$ cat src/rtl/fir_seq_ctrl.sv
// Run sequencer between the AXI-Lite register wrapper and the FIR datapath:
// decodes CMD writes, meters input samples, counts outputs, publishes status.
module fir_seq_ctrl #(
  parameter int DATA_WIDTH   = 64,
  parameter int NUM_REGISTER = 7,
  parameter int MAX_TAPS     = 32,
  parameter int CNT_WIDTH    = 32
) (
  input  logic                               clk,
  input  logic                               rst_n,
  input  logic [NUM_REGISTER*DATA_WIDTH-1:0] slv_reg_down,
  output logic [NUM_REGISTER*DATA_WIDTH-1:0] slv_reg_up,
  input  logic [$clog2(NUM_REGISTER)-1:0]    access_addr,
  input  logic                               write_valid,
  input  logic                               read_valid,
  output logic [$clog2(MAX_TAPS):0]          cfg_num_taps,
  output logic                               dp_start,
  output logic                               dp_flush,
  input  logic                               up_valid,
  output logic                               up_ready,
  output logic                               dp_in_valid,
  input  logic                               dp_in_ready,
  input  logic                               dp_out_valid,
  input  logic                               dp_out_ready,
  output logic                               irq
);
  localparam int AW  = $clog2(NUM_REGISTER);
  localparam int TW  = $clog2(MAX_TAPS) + 1;
  localparam int CMD = NUM_REGISTER - 1;
  localparam logic [AW-1:0] CMD_ADDR = AW'(CMD);

  localparam logic [1:0] S_IDLE  = 2'd0;
  localparam logic [1:0] S_RUN   = 2'd1;
  localparam logic [1:0] S_DRAIN = 2'd2;
  localparam logic [1:0] S_DONE  = 2'd3;

  logic [1:0]           state_q, state_d;
  logic [CNT_WIDTH-1:0] ns_q, ns_d;
  logic [CNT_WIDTH-1:0] in_cnt_q, in_cnt_d;
  logic [CNT_WIDTH-1:0] out_cnt_q, out_cnt_d;
  logic [TW-1:0]        taps_q, taps_d;
  logic done_q, done_d, err_cfg_q, err_cfg_d, err_busy_q, err_busy_d;
  logic dp_start_q, dp_start_d, dp_flush_q, dp_flush_d, irq_q, irq_d;

  logic [DATA_WIDTH-1:0] cmd_w, status_w;
  logic [CNT_WIDTH-1:0]  num_samples;
  logic [7:0]            num_taps;
  logic cmd_wr, cmd_rd, req_start, req_abort, cfg_bad, busy, in_hs, out_hs;
  logic unused_cmd;

  function automatic logic [CNT_WIDTH-1:0] sat_inc(input logic [CNT_WIDTH-1:0] c);
    return (&c) ? c : c + CNT_WIDTH'(1);
  endfunction

  assign cmd_w       = slv_reg_down[CMD*DATA_WIDTH +: DATA_WIDTH];
  assign num_samples = slv_reg_down[CNT_WIDTH-1:0];
  assign num_taps    = slv_reg_down[DATA_WIDTH +: 8];
  assign cmd_wr      = write_valid && (access_addr == CMD_ADDR);
  assign cmd_rd      = read_valid && (access_addr == CMD_ADDR);
  assign req_start   = cmd_wr && cmd_w[0];
  assign req_abort   = cmd_wr && cmd_w[1];
  assign cfg_bad     = (num_samples == '0) || (num_taps == 8'd0) || (num_taps > 8'(MAX_TAPS));
  assign unused_cmd  = ^cmd_w[DATA_WIDTH-1:2];

  assign busy        = (state_q == S_RUN) || (state_q == S_DRAIN);
  assign dp_in_valid = (state_q == S_RUN) && up_valid;
  assign up_ready    = (state_q == S_RUN) && dp_in_ready;
  assign in_hs       = (state_q == S_RUN) && up_valid && dp_in_ready;
  assign out_hs      = busy && dp_out_valid && dp_out_ready;

  always_comb begin
    state_d    = state_q;
    ns_d       = ns_q;
    taps_d     = taps_q;
    in_cnt_d   = in_hs ? sat_inc(in_cnt_q) : in_cnt_q;
    out_cnt_d  = out_hs ? sat_inc(out_cnt_q) : out_cnt_q;
    done_d     = cmd_rd ? 1'b0 : done_q;
    err_cfg_d  = err_cfg_q;
    err_busy_d = err_busy_q;
    dp_start_d = 1'b0;
    dp_flush_d = 1'b0;
    irq_d      = 1'b0;
    case (state_q)
      S_IDLE: if (req_start) begin
        if (cfg_bad) begin
          err_cfg_d = 1'b1;
        end else begin
          ns_d       = num_samples;
          taps_d     = num_taps[TW-1:0];
          in_cnt_d   = '0;
          out_cnt_d  = '0;
          done_d     = 1'b0;
          err_cfg_d  = 1'b0;
          err_busy_d = 1'b0;
          dp_start_d = 1'b1;
          state_d    = S_RUN;
        end
      end
      S_RUN, S_DRAIN: begin
        // ABORT takes priority over a simultaneous START while busy
        if (req_abort) begin
          dp_flush_d = 1'b1;
          state_d    = S_IDLE;
        end else begin
          if (req_start) err_busy_d = 1'b1;
          if (state_q == S_RUN && in_hs && sat_inc(in_cnt_q) == ns_q)
            state_d = S_DRAIN;
          // setting done here lands it two cycles after the last output beat
          if (state_q == S_DRAIN && out_cnt_q >= ns_q) begin
            state_d = S_DONE;
            done_d  = 1'b1;
            irq_d   = 1'b1;
          end
        end
      end
      default: state_d = S_IDLE;
    endcase
  end

  always_ff @(posedge clk or negedge rst_n) begin
    if (!rst_n) begin
      state_q    <= S_IDLE;
      ns_q       <= '0;
      taps_q     <= '0;
      in_cnt_q   <= '0;
      out_cnt_q  <= '0;
      done_q     <= 1'b0;
      err_cfg_q  <= 1'b0;
      err_busy_q <= 1'b0;
      dp_start_q <= 1'b0;
      dp_flush_q <= 1'b0;
      irq_q      <= 1'b0;
    end else begin
      state_q    <= state_d;
      ns_q       <= ns_d;
      taps_q     <= taps_d;
      in_cnt_q   <= in_cnt_d;
      out_cnt_q  <= out_cnt_d;
      done_q     <= done_d;
      err_cfg_q  <= err_cfg_d;
      err_busy_q <= err_busy_d;
      dp_start_q <= dp_start_d;
      dp_flush_q <= dp_flush_d;
      irq_q      <= irq_d;
    end
  end

  assign cfg_num_taps = taps_q;
  assign dp_start     = dp_start_q;
  assign dp_flush     = dp_flush_q;
  assign irq          = irq_q;

  always_comb begin
    status_w        = '0;
    status_w[3:0]   = {err_busy_q, err_cfg_q, done_q, busy};
    status_w[63:32] = 32'(out_cnt_q);
  end

  genvar gi;
  generate
    for (gi = 0; gi < CMD; gi++) begin : g_echo
      assign slv_reg_up[gi*DATA_WIDTH +: DATA_WIDTH] = slv_reg_down[gi*DATA_WIDTH +: DATA_WIDTH];
    end
  endgenerate
  assign slv_reg_up[CMD*DATA_WIDTH +: DATA_WIDTH] = status_w;

endmodule

$ cat config.mk
export PLATFORM = sky130hd
export DESIGN_NAME = fir_seq_ctrl
export DESIGN_NICKNAME = d
export VERILOG_FILES = /design/src/rtl/fir_seq_ctrl.sv
export SDC_FILE = /design/constraint.sdc
export NUM_CORES = 1
export LEC_CHECK = 0
export CAP_MARGIN = 20
export CELL_PAD_IN_SITES_DETAIL_PLACEMENT = 1
export CELL_PAD_IN_SITES_GLOBAL_PLACEMENT = 1
export CORE_AREA = 5 5 359 361
export CTS_CLUSTER_SIZE = 25
export DETAILED_ROUTE_END_ITERATION = 6
export DIE_AREA = 0 0 364 366
export PLACE_DENSITY = 0.39
export SLEW_MARGIN = 25
export SYNTH_ARGS = -nofsm -noshare
export SYNTH_HDL_FRONTEND = slang
export SYNTH_SLANG_ARGS = --single-unit
$ cat constraint.sdc
create_clock -name clk -period 3.03 [get_ports clk]
set_input_delay 0.606 -clock clk [delete_from_list [all_inputs] [get_ports clk]]
set_output_delay 0.606 -clock clk [all_outputs]
set_load 0.005 [all_outputs]
==> reports/results.tsv <==
stage	metric	value	unit
timing	final setup fails	0	
drt	1st-pass router iterations	4	
synth	Syn Std Cell Area	10140	um^2
global_route	largest net degree at the start of global routing	53	
die	IO Count	918	
clocking	clock slew at reported path FFs	90	ps
clocking	CTS Sinks	110	
synth	fraction of registers with async set/reset	100.0	%
layout	nets	1605	
die	Die Ht	366	um
timing	clk_skew	16.01	ps
power_and_ir_drop	pwr dens	372.7	nW/um^2
min_path	HP Class	in2async	
drt	DR vias/cell	2.751	
timing	RSZ-0062 raised after global routing	true	
die	Die X	364	um
clocking	CTS root buffer	clkbuf_16	
worst_setup_path	Setup crit start kind	flip-flop	
timing	fin. max-slew vios	0	
synth	number of synthesis warnings	0	
layout	layout cell share with drive strength beyond 1	22.82	%
die	row count	130	
worst_setup_path	Req. time, crit path	3320	ps
worst_setup_path	critical path capture point type	flip-flop	
layout	fin util	9.966	%
global_route	GRT Util Overall	6.604	%
clocking	worst skew pair latency	390	ps
placed_design	PortBufs	139	
die	CORE AREA	125100	um^2
clocking	Num CTS Buffers	9	
placed_design	DP HPWL	38120	um
layout	fill count	14770	
clocking	clock buffer depth	2	
layout	Final Instance Area	12470	um^2
timing	Tmin final	3023	ps
drt	Avg WL per Cell	16.53	um
drt	drc violations	0	
placed_design	dpl cell area	11700	um^2
clocking	CTS tree	done	
drt	initial drt markers	208	
placed_design	RePlAce Congestion	0.7874	
outcome	status	completed	
global_route	global-route wire length before repair	63970	um
power_and_ir_drop	Leakage	0.005022	uW
flow_run	max cap viols	0	
layout	P&R area growth vs syn	22.98	%
timing	f_max	330.7	MHz
synth	Post-Synthesis Cells	1199	
clocking	# H-tree levels	3	
synth	Post-synth EDFFs	0	
timing	Tcrit/Tclk final	99.78	%
worst_setup_path	kind of critical path	reg2reg	
synth	Main synth FF type	dfrtp_1	
worst_setup_path	Critical Path AT	3320	ps
synth	Yosys cell types	65	
global_route	GR Overflow Total	0	
clocking	hold buffer count at CTS	0	
synth	Syn Area/Cell	8.454	um^2
drt	Post-DRT Antenna Nets	0	
synth	FF+latch count, synth	110	
die	Initial Util	8.103	%
timing	WHS	150.1	ps
worst_setup_path	crit path max fanout	3	
power_and_ir_drop	VDD IR-drop max	253.2	uV
drt	via count	7607	
timing	Final Hold Viols	0	
die	die area	133200	um^2
drt	WL final	45710	um
global_route	number of global-route vias before repair	8583	
synth	sequential area share after synthesis	27.16	%
global_route	initial antenna violation count	8	
## worst paths after layout
check / slack (ps) / from / end / depth (start not counted)
setup / recovery: 7 / in_cnt_q[5] / state_q[0] / 11
hold / removal: 150 / rst_n / in_cnt_q[10] / 1
max in group asynchronous: 2170 / rst_n / out_cnt_q[22] / 2
min in group clk: 520 / cfg_num_taps[2] / cfg_num_taps[2] / 1
setup reg to reg: 7 / in_cnt_q[5] / state_q[0] / 11
hold reg to reg: 520 / cfg_num_taps[2] / cfg_num_taps[2] / 1
## metal layers
| metal | routed length, um | global-route usage (%) | up-vias | part of all wire (%) |
|---|---|---|---|---|
| met5 | 79 | 0.4440 | - | 0.17 |
| met4 | 1902 | 2.847 | 2 | 4.2 |
| met3 | 4674 | 3.201 | 145 | 10 |
| met2 | 20100 | 10.16 | 433 | 44 |
| met1 | 18950 | 7.747 | 3672 | 41 |
| li1 | - | - | 3355 | - |
## layout make-up
type                            instances  area (um^2)  area share, %
Multi-Input combinational cell        627         4262          34.19
Timing Repair Buffer                  316         2899          23.26
Sequential cell                       110         2754          22.09
Tap cell                             1650         2064          16.56
Clock buffer                           10        239.0          1.917
Inverter                               44        165.2          1.325
Clock inverter                          6        77.57         0.6223
Antenna cell                            2        5.005        0.04015
## report_power, final
part	switching, uW	total [uW]	internal [uW]
sequential	177	1800	1620
combinational	764	1490	731
clock	671	1350	682
total	1610	4650	3030
## repair_timing
action	in CTS	in global routing
gates resized for setup	40	16
cloned	1	2
buffers inserted	14	3
pin swaps	21	7
setup endpoints to repair	60	24
## state kept, by name, summed over array words and instances (netlist names)
register / count
in_cnt_q: 32
ns_q: 32
out_cnt_q: 32
cfg_num_taps: 6
state_q: 2
done_q: 1
dp_flush: 1
dp_start: 1
err_busy_q: 1
err_cfg_q: 1
irq: 1
## critical path, stage by stage (launching register included)
cell       delay [ps]
dfrtp_1           370
nand4_1           200
buf_4             210
nor3_4            220
buf_6             140
nand3_2           110
o311a_1           370
a211o_1           280
a2111oi_4         330
nand4_1           290
buf_4             240
mux2i_1           170
## metrics by stage
step	setup TNS [ps]	power, uW	instances	setup WS (ps)
5_1_grt	-253.5	4982	2763	-135.0
4_1_cts	-69.88	4787	2758	-40.14
3_3_place_gp	-169890	3285	2725	-1708
2_1_floorplan	-431.6	2883	1226	-21.58
3_5_place_dp	-49120	3317	2727	-643.9
6_report	0	4646	2765	6.541
## cell usage in the layout, fill, tap and decap left out, types with 5 or more instances in the layout
| cell type | instances |
|---|---|
| o31ai_1 | 7 |
| xor2_1 | 47 |
| a211oi_1 | 6 |
| mux2_2 | 9 |
| clkdlybuf4s50_1 | 128 |
| nor3_1 | 9 |
| nand2_1 | 75 |
| clkbuf_16 | 11 |
| mux2i_1 | 7 |
| and2_1 | 7 |
| nand4_1 | 33 |
| dfrtp_1 | 109 |
| nor4_2 | 6 |
| inv_1 | 44 |
| o21ai_0 | 44 |
| buf_4 | 164 |
| dlymetal6s2s_1 | 6 |
| nand3_1 | 27 |
| and3_1 | 15 |
| nor4_1 | 10 |
| xnor2_1 | 56 |
| nor2_1 | 93 |
| a21o_1 | 5 |
| conb_1 | 28 |
| a21oi_1 | 14 |
| ha_1 | 37 |
| buf_12 | 8 |
## cells by family (layout without fill, tap and decap cells)
group           Yosys count  in the layout  synth area share, %
simple gates            328            328                16.27
other cells               1             30              0.03700
mux                      16             16                1.691
fa+ha+maj                38             38                4.691
compound gates          113            113                7.283
flops                   110            110                27.16
buf+inv                 489            376                33.88
xor+xnor                104            104                8.987
## synthesized netlist by cell type, drive strengths merged, types with 3 or more instances
cell    count  area (um^2)
a211o       4        36.29
a211oi      6        45.04
a21o        5        37.54
a21oi      17        85.08
a31oi       3        18.77
and2        8        50.05
and3       17        107.6
and4        4        35.03
buf       424         3178
clkbuf     21        91.33
dfrtp     110         2753
ha         38        475.5
inv        44        165.2
mux2        9        101.4
mux2i       7        70.07
nand2      77        289.0
nand2b      4        25.02
nand3      29        145.1
nand4      35        240.2
nor2       97        366.6
nor2b       4        25.02
nor3       16        95.09
nor4       18        127.6
o211ai      4        30.03
o21a        3        22.52
o21ai      47        235.2
o31ai       7        52.55
or2         4        25.02
or3         6        37.54
or4         3        22.52
xnor2      57        499.2
xor2       47        411.6
Note: power is estimated with default switching activity, not from simulation.
